### config.mk
export PLATFORM = sky130hd
export DESIGN_NAME = restador_serie
export DESIGN_NICKNAME = d
export VERILOG_FILES = /design/src/rtl/restador_serie.sv
export SDC_FILE = /design/constraint.sdc
export NUM_CORES = 1
export LEC_CHECK = 0
export BUFFER_PORTS_ARGS = -buffer_cell sky130_fd_sc_hd__buf_2
export CAP_MARGIN = 20
export CELL_PAD_IN_SITES_DETAIL_PLACEMENT = 0
export CELL_PAD_IN_SITES_GLOBAL_PLACEMENT = 1
export CORE_MARGIN = 2
export CORE_UTILIZATION = 42
export DETAILED_ROUTE_END_ITERATION = 10
export HOLD_SLACK_MARGIN = 0.1
export PLACE_DENSITY_LB_ADDON = 0.1
export SLEW_MARGIN = 20
export SYNTH_ARGS = -nofsm -noshare
export SYNTH_HDL_FRONTEND = slang
export SYNTH_SLANG_ARGS = --single-unit
### constraint.sdc
create_clock -name clk -period 1.5 [get_ports clk]
set_input_delay 0.3 -clock clk [delete_from_list [all_inputs] [get_ports clk]]
set_output_delay 0.3 -clock clk [all_outputs]
set_load 0.02 [all_outputs]
### src/rtl/restador_serie.sv
// Bit-serial unsigned subtractor: one bit per clock, LSB first, with a three-state handshake FSM.
// Optional build macro RESTADOR_SATURACION_EN clamps a borrowing result to zero.
module restador_serie #(
  parameter int ANCHO = 8
) (
  input  logic             clk,
  input  logic             rst,
  input  logic             inicio,
  input  logic [ANCHO-1:0] X,
  input  logic [ANCHO-1:0] Y,
  output logic [ANCHO-1:0] R,
  output logic             AN,
  output logic             ocupado,
  output logic             listo
);

  localparam int CNT_W = (ANCHO > 1) ? $clog2(ANCHO) : 1;
  localparam logic [CNT_W-1:0] ULTIMO = CNT_W'(ANCHO - 1);

`ifdef RESTADOR_SATURACION_EN
  localparam logic SATURA = 1'b1;
`else
  localparam logic SATURA = 1'b0;
`endif

  typedef enum logic [1:0] {IDLE, RESTA, FIN} estado_t;

  estado_t          estado;
  logic [ANCHO-1:0] x_sh;
  logic [ANCHO-1:0] y_sh;
  logic [ANCHO-2:0] d_sh;
  logic             b;
  logic [CNT_W-1:0] cnt;

  logic             d_bit;
  logic             b_sig;
  logic [ANCHO-1:0] res_sig;

  function automatic logic bit_dif(input logic xb, input logic yb, input logic bb);
    return xb ^ yb ^ bb;
  endfunction

  function automatic logic prestamo(input logic xb, input logic yb, input logic bb);
    return (~xb & yb) | (~(xb ^ yb) & bb);
  endfunction

  // A borrowing result is clamped to zero only in the saturating build.
  function automatic logic [ANCHO-1:0] saturar(input logic [ANCHO-1:0] dif, input logic prest);
    return (SATURA && prest) ? '0 : dif;
  endfunction

  always_comb begin
    d_bit   = bit_dif(x_sh[0], y_sh[0], b);
    b_sig   = prestamo(x_sh[0], y_sh[0], b);
    res_sig = {d_bit, d_sh};
  end

  // Control and datapath share one sequential process; reset clears everything.
  always_ff @(posedge clk) begin
    if (rst) begin
      estado  <= IDLE;
      x_sh    <= '0;
      y_sh    <= '0;
      d_sh    <= '0;
      b       <= 1'b0;
      cnt     <= '0;
      R       <= '0;
      AN      <= 1'b0;
      ocupado <= 1'b0;
      listo   <= 1'b0;
    end else begin
      case (estado)
        IDLE: begin
          listo <= 1'b0;
          if (inicio) begin
            x_sh    <= X;
            y_sh    <= Y;
            d_sh    <= '0;
            b       <= 1'b0;
            cnt     <= '0;
            ocupado <= 1'b1;
            estado  <= RESTA;
          end
        end
        RESTA: begin
          x_sh <= x_sh >> 1;
          y_sh <= y_sh >> 1;
          b    <= b_sig;
          d_sh <= res_sig[ANCHO-1:1];
          // The counter stops at the last bit instead of wrapping.
          if (cnt == ULTIMO) begin
            R      <= saturar(res_sig, b_sig);
            AN     <= b_sig;
            listo  <= 1'b1;
            estado <= FIN;
          end else begin
            cnt <= cnt + 1'b1;
          end
        end
        FIN: begin
          listo   <= 1'b0;
          ocupado <= 1'b0;
          estado  <= IDLE;
        end
        default: begin
          listo   <= 1'b0;
          ocupado <= 1'b0;
          estado  <= IDLE;
        end
      endcase
    end
  end

endmodule
==> summary.md <==
| Metric | Value |
|---|---|
| Core ar. | 3740 um2 |
| Syn Std Cell Area | between 1500 and 2000 um2 |
| DR vias | 1399 |
| Sequential share of the synthesized area | 0.476 |
| Area growth syn-to-layout | 19.3% |
| Setup Skew | 0.00545 ns |
| CP max stage cell | dfxtp_1 |
| Die height | around 67 um |
| Min Tclk post-route | between 1 and 1.5 ns |
| Post-CTS Setup Repair Bufs | 0 |
| CTS tree | done |
| Ys flop type | dfxtp_1 |
| Critical path data arrival time | about 1.6 ns |
| Clock root cell | clkbuf_8 |
| Vias in the first global route | approximately 1400 |
| Die ar. | 4530 um2 |
| Sequential share of power | 0.516 |
| Ant. Diodes | 0 |
| Clock Latency Late Sink | ~0.29 ns |
| Fmax | ~720 MHz |
| Switching Share | 0.236 |
| Synth warn | 0 |
| Reg-to-reg critical path startpoint | cnt[0] |
| Dpl cells | 241 |
| Maximum fanout along the worst path | 10 |
| Clk slew on worst S/H paths | 0.08 ns |
| Ys async rst share | 0 |
| Largest net degree at the start of global routing | 25 |
| Crit path launch | cnt[0] |
| Hold Path Origin | Y[7] |
| Leak | ~0.89 nW |
| Core Util, Final | 0.536 |
| Sw Pwr | between 0.5 and 0.6 mW |
| CP cell instances | ha_1 > ha_1 > nand3b_1 > buf_12 > or2_1 > a21oi_2 |
| Final setup viols | 0 |
| Global-route wire length before repair | between 6 and 7 mm |
| Final setup TNS | 0 ns |
| Post-synthesis net count | 190 |
| Final hold vios | 0 |
| Fillcell total | ~360 |
| Most frequent CP cell | ha_1 |
| DRT Pass-1 Iters | 4 |
| Worst Tran Pin Value | slightly below 0.5 ns |
| Fin crit share | 0.921 |
| Wire per inst | 14.2 um |
| Peak VDD IR | between 700 and 800 uV |
| Worst setup path category | reg -> reg |
| # H-tree levels | 2 |
| Mapped Avg Cell Area | between 10 and 15 um2 |
| Total Routing Usage GR | 0.186 |
| Hold crit path type | in -> reg |
| Initial antenna violation count | 0 |
| Layout cells sized above 1 | 0.269 |
| Number of max-cap violations | 0 |
| Dpl hpwl | roughly 2.5 mm |
| Post-Synthesis Cells | between 150 and 200 |
| Clk buf depth | 2 |
| Number of synthesized flops with an enable pin | 0 |
| Final wirelength | 3.54 mm |
| Layout Nets | 223 |
| Antenna Nets Post-Route | 0 |
| Clock sink count | 40 |
| Initial DRC count | between 100 and 150 |
| Netlist cell types | 34 |
| Finished Layout Cells | between 200 and 250 |
| RSZ-0062 raised after global routing | false |
| Port bufs | 29 |
| Clock power frac | 0.393 |
| DR vias/cell | 5.62 |
| Pwr/cell area | about 1100 nW/um2 |
| Routability cong. | 0.724 |
| FF+latch count, synth | 40 |
| Rows | 22 |
| P_int | ~1.7 mW |
| Status | finished clean |
| TritonCTS Buffers | 5 |
| Grt ovf | 0 |
| Die width | ~67 um |
| Logic pwr share | 0.091 |
| Initial Utilization | 0.449 |
| Worst Path Required | between 1.5 and 2 ns |
| Worst setup EP type | flip-flop |
| # IOs | 30 |
| Startpoint Class | flip-flop |
| DR DRC count | 0 |
| Final Power | ~2.2 mW |
| Slowest stage delay, CP | 0.35 ns |
| Relative slew slack | 0.678 |
| Max-slew violation count | 0 |
-- layer usage --
metal  track usage  wire, um
met5             0         0
met4        0.0816        73
met3        0.0617       199
met2         0.280      1600
met1         0.242      1670
-- power by group through the flow --
stage | sequential (mW) | combinational [mW] | clock [mW]
floorplan | 1.16 | 0.147 | 0
global placement | 1.17 | 0.195 | 0
finish | 1.15 | 0.203 | 0.872
detailed placement | 1.17 | 0.203 | 0
CTS | 1.14 | 0.204 | 0.888
global route | 1.15 | 0.231 | 0.949
-- path summary, 6_finish.rpt --
check,endpoint,slack (ns),cells after the start
worst max register to register,AN,0.12,6
worst min-delay path,y_sh[7],0.30,3
worst max-delay path,AN,0.12,6
worst min register to register,b,0.46,1
-- sequential cells by signal, indices dropped and copies added (netlist names) --
name	count
cnt	3
ocupado	1
y_sh	8
listo	1
R	8
b	1
AN	1
estado	2
d_sh	7
x_sh	8
-- Yosys cell counts (2+ instances only) --
library cell,n,area share
nand2b_1,2,0.0074
a21oi_1,18,0.054
o21a_1,3,0.013
inv_1,4,0.0089
a22o_1,9,0.047
or2_1,2,0.0074
ha_1,3,0.022
nor2_1,13,0.029
nand4_1,2,0.0074
clkbuf_1,2,0.0045
dfxtp_1,40,0.48
buf_2,7,0.021
o21ai_0,10,0.030
o221a_2,2,0.013
o22ai_1,4,0.015
nand2_1,2,0.0045
o221ai_1,12,0.062
or3b_1,8,0.042
nor3_1,2,0.0060
mux2i_1,8,0.048
-- timing repair --
item	in CTS	in global routing
gates resized for setup	0	1
endpoints found under the setup margin	0	1
hold buffers	0	0
endpoints found under the hold margin	0	0
-- stage by stage --
| step | cell area [um2] | hold WS, ns | setup slack [ns] |
|---|---|---|---|
| global route | 2010 | 0.284 | 0.000981 |
| global placement | 1890 | 0.433 | 0.152 |
| floorplan | 1680 | 0.426 | 0.210 |
| finish | 2010 | 0.295 | 0.118 |
| CTS | 2000 | 0.286 | 0.112 |
| detailed placement | 1890 | 0.440 | 0.0724 |
-- cell type report --
type                            count  area [um2]  share of cell area
Clock buffer                        5        68.8              0.0343
Multi-Input combinational cell    110         790               0.394
Timing Repair Buffer               38         225               0.112
Sequential cell                    40         801               0.399
Clock inverter                      3        42.5              0.0212
Inverter                            5        18.8             0.00936
Tap cell                           48        60.1              0.0299
-- critical path, delay by kind of cell (launching register included) --
kind            cells  cell delay, ns
simple gates        2            0.34
flops               1            0.35
fa+ha+maj           2            0.35
buf+inv             1            0.18
compound gates      1            0.12
-- cell families (layout without fill, tap and decap cells) --
group,Yosys count,in the layout,share of synthesized area
AND/OR/NAND/NOR,36,36,0.126
multiplexers,9,9,0.0543
adder cells (fa/ha/maj),4,4,0.0342
AO/OA/AOI/OAI,61,61,0.252
flip-flops,40,40,0.476
buffers and inverters,17,51,0.0565
-- layout by cell type, fill, tap and decap left out, types with 8 or more instances in the layout --
master,n
a21oi_1,17
or3b_1,8
mux2i_1,8
dfxtp_1,40
buf_2,29
o21ai_0,10
a22o_1,9
nor2_1,13
o221ai_1,12
buf_4,8
Power figures use the tool's default switching activity.
